## config.mk

```make
export PLATFORM = sky130hd
export DESIGN_NAME = itch_feed_arbiter
export DESIGN_NICKNAME = d
export VERILOG_FILES = /design/src/rtl/itch_feed_arbiter.sv
export SDC_FILE = /design/constraint.sdc
export NUM_CORES = 1
export LEC_CHECK = 0
export ABC_AREA = 0
export ABC_CLOCK_PERIOD_IN_PS = 2310
export BUFFER_PORTS_ARGS = -buffer_cell sky130_fd_sc_hd__buf_2
export CAP_MARGIN = 0
export CORE_ASPECT_RATIO = 1.75
export CORE_MARGIN = 4
export CORE_UTILIZATION = 48
export DETAILED_ROUTE_END_ITERATION = 10
export GPL_ROUTABILITY_DRIVEN = 1
export PLACE_DENSITY = 0.76
export REMOVE_ABC_BUFFERS = 1
export SETUP_SLACK_MARGIN = 0.05
export SLEW_MARGIN = 20
export SYNTH_ARGS = -nofsm -noshare
export SYNTH_HDL_FRONTEND = slang
export SYNTH_SLANG_ARGS = --single-unit
```

## constraint.sdc

```tcl
create_clock -name clk -period 2.31 [get_ports clk]
set_clock_uncertainty 0.15 [all_clocks]
set_input_delay 0.3465 -clock clk [delete_from_list [all_inputs] [get_ports clk]]
set_output_delay 0.3465 -clock clk [all_outputs]
set_load 0.1 [all_outputs]
```

## src/rtl/itch_feed_arbiter.sv

```systemverilog
// Round-robin, message-granular arbiter sharing one ITCH parser between two
// byte-serial feed sources; regenerates start/end/valid framing for the parser.
module itch_feed_arbiter #(
  parameter int MAX_LEN    = 40,
  parameter int GAP_CYCLES = 1,
  parameter int CNT_W      = 16
) (
  input  logic             clk,
  input  logic             rst,
  input  logic             s0_valid,
  input  logic [7:0]       s0_data,
  input  logic             s0_last,
  output logic             s0_ready,
  input  logic             s1_valid,
  input  logic [7:0]       s1_data,
  input  logic             s1_last,
  output logic             s1_ready,
  output logic             out_start_msg,
  output logic             out_end_msg,
  output logic [7:0]       out_message,
  output logic             out_valid,
  output logic             out_src,
  output logic             busy,
  output logic             trunc_err,
  output logic [CNT_W-1:0] msg_cnt,
  output logic [CNT_W-1:0] stall_cnt,
  output logic [CNT_W-1:0] trunc_cnt
);

  // TRUNC is the single cycle after an over-length byte: nothing accepted,
  // the error is flagged, then the rest of the message is drained.
  typedef enum logic [2:0] {IDLE, FWD, TRUNC, DRAIN, GAP} state_t;

  localparam state_t           AFTER_MSG = (GAP_CYCLES == 0) ? IDLE : GAP;
  localparam logic [3:0]       GAP_INIT  = (GAP_CYCLES > 0) ? 4'(GAP_CYCLES - 1) : 4'd0;
  localparam logic [5:0]       LEN_LIMIT = 6'(MAX_LEN - 1);
  localparam logic [CNT_W-1:0] CNT_ONE   = CNT_W'(1);

  state_t           state_q;
  logic [5:0]       byte_cnt_q;
  logic [3:0]       gap_cnt_q;
  logic             last_grant_q;
  logic             out_src_q;
  logic             out_valid_q;
  logic             out_start_q;
  logic             out_end_q;
  logic [7:0]       out_message_q;
  logic             trunc_err_q;
  logic [CNT_W-1:0] msg_cnt_q;
  logic [CNT_W-1:0] stall_cnt_q;
  logic [CNT_W-1:0] trunc_cnt_q;

  logic       g_valid;
  logic       g_last;
  logic [7:0] g_data;
  logic       pick;
  logic       src_ready;

  assign g_valid = out_src_q ? s1_valid : s0_valid;
  assign g_last  = out_src_q ? s1_last  : s0_last;
  assign g_data  = out_src_q ? s1_data  : s0_data;

  // Prefer the source that did not win last time; fall back to whichever is valid.
  assign pick = last_grant_q ? !s0_valid : s1_valid;

  assign src_ready = (state_q == FWD) || (state_q == DRAIN);
  assign s0_ready  = src_ready && !out_src_q;
  assign s1_ready  = src_ready && out_src_q;
  assign busy      = (state_q != IDLE);

  assign out_start_msg = out_start_q;
  assign out_end_msg   = out_end_q;
  assign out_message   = out_message_q;
  assign out_valid     = out_valid_q;
  assign out_src       = out_src_q;
  assign trunc_err     = trunc_err_q;
  assign msg_cnt       = msg_cnt_q;
  assign stall_cnt     = stall_cnt_q;
  assign trunc_cnt     = trunc_cnt_q;

  function automatic logic [CNT_W-1:0] sat_inc(input logic [CNT_W-1:0] v);
    return (&v) ? v : v + CNT_ONE;
  endfunction

  // NOTE: all state and registered outputs use non-blocking assignments so
  // every read in this block sees the pre-edge value regardless of order.
  always_ff @(posedge clk or posedge rst) begin
    if (rst) begin
      state_q       <= IDLE;
      byte_cnt_q    <= '0;
      gap_cnt_q     <= '0;
      last_grant_q  <= 1'b1;
      out_src_q     <= 1'b0;
      out_valid_q   <= 1'b0;
      out_start_q   <= 1'b0;
      out_end_q     <= 1'b0;
      out_message_q <= '0;
      trunc_err_q   <= 1'b0;
      msg_cnt_q     <= '0;
      stall_cnt_q   <= '0;
      trunc_cnt_q   <= '0;
    end else begin
      out_valid_q   <= 1'b0;
      out_start_q   <= 1'b0;
      out_end_q     <= 1'b0;
      out_message_q <= '0;
      trunc_err_q   <= 1'b0;
      case (state_q)
        IDLE: begin
          if (s0_valid || s1_valid) begin
            out_src_q  <= pick;
            byte_cnt_q <= '0;
            state_q    <= FWD;
          end
        end
        FWD: begin
          if (g_valid) begin
            out_valid_q   <= 1'b1;
            out_message_q <= g_data;
            out_start_q   <= (byte_cnt_q == '0);
            out_end_q     <= g_last;
            if (g_last) begin
              msg_cnt_q    <= sat_inc(msg_cnt_q);
              last_grant_q <= out_src_q;
              byte_cnt_q   <= '0;
              gap_cnt_q    <= GAP_INIT;
              state_q      <= AFTER_MSG;
            end else begin
              byte_cnt_q <= byte_cnt_q + 6'd1;
              if (byte_cnt_q == LEN_LIMIT) state_q <= TRUNC;
            end
          end else begin
            stall_cnt_q <= sat_inc(stall_cnt_q);
          end
        end
        TRUNC: begin
          trunc_err_q <= 1'b1;
          trunc_cnt_q <= sat_inc(trunc_cnt_q);
          state_q     <= DRAIN;
        end
        DRAIN: begin
          if (g_valid && g_last) begin
            last_grant_q <= out_src_q;
            byte_cnt_q   <= '0;
            gap_cnt_q    <= GAP_INIT;
            state_q      <= AFTER_MSG;
          end
        end
        GAP: begin
          if (gap_cnt_q == '0) state_q <= IDLE;
          else                 gap_cnt_q <= gap_cnt_q - 4'd1;
        end
        default: state_q <= IDLE;
      endcase
    end
  end

endmodule
```

==> results.ini <==
[route]
drtPass1Iterations=4
ant_nets=0
wl_per_cell_um=14.3
routed-wl-met2_um=3890
wl_met1_um=2930
routed_wirelength_um=7460
route.detailed.drc=0
viasPerCell=5.37
vias=2811
met3_length_um=559
drt_iter0_markers=111
highest_layer=met4

[timing]
grt_setup_unrepaired=false
fmaxAchievable_mhz=459
worst_pin_slew_ps=701
max_slew_margin_pct=53.1
fin_crit_ps=2180
finalHoldWorstSlack_ps=119
finalMaxSlewViolations=0
timing.final.ws_setup_ps=134
setup_violations=0
finalCritPeriodShare_pct=94.2
finalHoldViolCount=0

[yosys]
yosysTopAreaCellShare_pct=52.5
async_reset_ff_share_pct=100
synthCells=330
synth_seq_area_share_pct=53.2
netlist_area_mm2=0.00353
ys_seq_elements=75
netlist_top_cells_area=dfrtp_1, xnor2_1, nor2_1, mux2i_1, nand2_1
ys_types=44
synth_top_area_cell=dfrtp_1
ys.flop_type=dfrtp_1
yosys_warnings=0
synth_edf_count=0
avgSynthCellArea_um2=10.7

[placement]
gp_congestion=0.818
io_buffers=85
hpwlAfterDp_um=5790
pre_cts_slack_ps=147
placed_cell_area_mm2=0.00412

[grt]
grt_pass1_vias=2870
grt_max_degree=32
track_usage_pct=17.9
antenna_found_initial=0
grt_pass1_wl_um=12400
overflow=0

[setup_path]
critPathLaunchType=flip-flop
cp-end-kind=flip-flop
max_stage_delay_ps=600
cp_top_family=simple AND/OR/NAND/NOR gates
cp_data_required_time_ps=2370
crit_path_start=msg_cnt[6]
reg2regPathDepth=5
worstPathCellList=nand4_2, or4_4, o31a_1, and4_4, xor2_1
path_depth=5
r2r_end=msg_cnt[4]
path_buf_inv=0
crit_type=reg -> reg
cpMaxStageDelayCell=or4_4
r2r_slack_ps=130
cp.arrival_ps=2230
rr_startpoint=msg_cnt[6]
worstPathMaxFanout=5

[clocking]
clkSinkCount=75
cts_setup_buffers=0
clock_path_buffers=2
clockRootBuffer=clkbuf_16
clk_pin_slew_worst_paths_ps=50
cts_tree=done
numCtsBuffers=9
insertion_delay_ps=330
htree_levels=3

[finish]
final_area_mm2=0.00443
layout_common_cells=buf_2, dfrtp_1, xnor2_1
nets=461
drive_gt1_share_pct=28.1
mostFrequentLayoutCell=buf_2
area_delta_synth_final_pct=25.5
num-fill-cells=598
insertedDiodeCount=0

[floorplan]
start_util_pct=49.1
fp-row-count=41
core_area_mm2=0.00718
fp.dieW_um=72.8
die_h_um=121
die_area_mm2=0.00884
io-pin-count=86

[power_and_ir_drop]
switching_share_pct=49.3
total_power_mw=6.07
p_int_mw=3.08
p_comb_share_pct=47.3
leakagePower_nw=2.25
seq_power_share_pct=30.2
p_switching_mw=2.99
power_density_mw_per_mm2=1370
vdd_ir_drop_max_uv=1110
clockPowerShare_pct=22.5

[worst_hold_path]
hold_start=s0_data[4]
whs_path_depth=3
worstHoldEndpoint=out_message[4]
min_path_type=in -> reg

[outcome]
status=complete, no violations

[run]
drv_cap=0

==> through the flow <==
stage / instances / setup TNS [ps] / utilization [%]
2_1_floorplan: 326 / -29380 / -
3_3_place_gp: 507 / 0 / 57.4
3_5_place_dp: 507 / 0 / 57.4
4_1_cts: 523 / 0 / 61.6
5_1_grt: 523 / 0 / 61.7
6_report: 523 / 0 / 61.7
==> cells in the mapped netlist, types with 3 or more instances <==
master    number
dfrtp_1       74
nor2b_1        3
nand2b_1       6
xor2_1        10
nor2_1        33
inv_1         15
o21ai_0        9
a31oi_1        3
ha_1           6
xnor2_1       34
nor3_1         6
and2_1         3
nand2_1       29
mux2i_1       12
nand3_1       18
mux2_2         5
o31ai_1        4
nand4_1       17
and3_1        11
==> worst max-delay path by stage <==
stage	slack (ps)	to
after floorplan	-860	s1_ready
after global placement	190	msg_cnt[4]
after detailed placement	150	msg_cnt[4]
after CTS	140	msg_cnt[4]
after global routing	60	msg_cnt[4]
final	130	msg_cnt[4]
==> worst reg2reg max path: stages (launching register included) <==
cell	delay [ps]
dfrtp_1	420
nand4_2	190
or4_4	600
o31a_1	360
and4_4	220
xor2_1	130
==> area by class of cell <==
type                       count  area, µm²  area share [%]
tap                           86        108            2.43
sequential                    75       1880            42.4
clock buffer                  13        260            5.88
inverter                      15       56.3            1.27
multi-input combinational    236       1580            35.6
timing repair buffer          96        513            11.6
clock inverter                 2       35.0           0.791
==> cells by family after synthesis <==
group | count (synthesis) | share of synthesized area (%)
AOI/OAI and AO/OA | 26 | 5.03
and+or+nand+nor | 143 | 21.7
adders and majority gates | 6 | 2.13
DFF | 75 | 53.2
muxes | 17 | 5.00
buffers and inverters | 19 | 2.06
xor gates and xnor gates | 44 | 10.9
==> per-layer routing <==
metal  GRT usage, %  vias up
met1           19.6     1368
met3           5.39        9
li1               -     1352
met4           6.58        0
met2           31.7       82
met5              0        -
==> flip-flops by register name, summed over array words and instances (netlist names) <==
register and count:
msg_cnt 16, stall_cnt 16, trunc_cnt 16, out_message 8
byte_cnt_q 6, gap_cnt_q 4, state_q 3, last_grant_q 1
out_end_msg 1, out_src 1, out_start_msg 1, out_valid 1
trunc_err 1
==> power groups by stage <==
| stage | combinational [mW] | sequential (mW) | clock (mW) |
|---|---|---|---|
| 5_1_grt | 3.04 | 1.88 | 1.46 |
| 3_3_place_gp | 2.84 | 1.84 | 0 |
| 3_5_place_dp | 2.89 | 1.86 | 0 |
| 6_report | 2.87 | 1.84 | 1.36 |
| 4_1_cts | 2.90 | 1.84 | 1.40 |
| 2_1_floorplan | 0.956 | 3.23 | 0 |
==> repair_timing <==
item                                   CTS  global route
endpoints found under the hold margin   74             0
resized for setup                        0             1
setup endpoints to repair                0             1
hold buffers                             1             0
(Power assumes the default switching activity.)
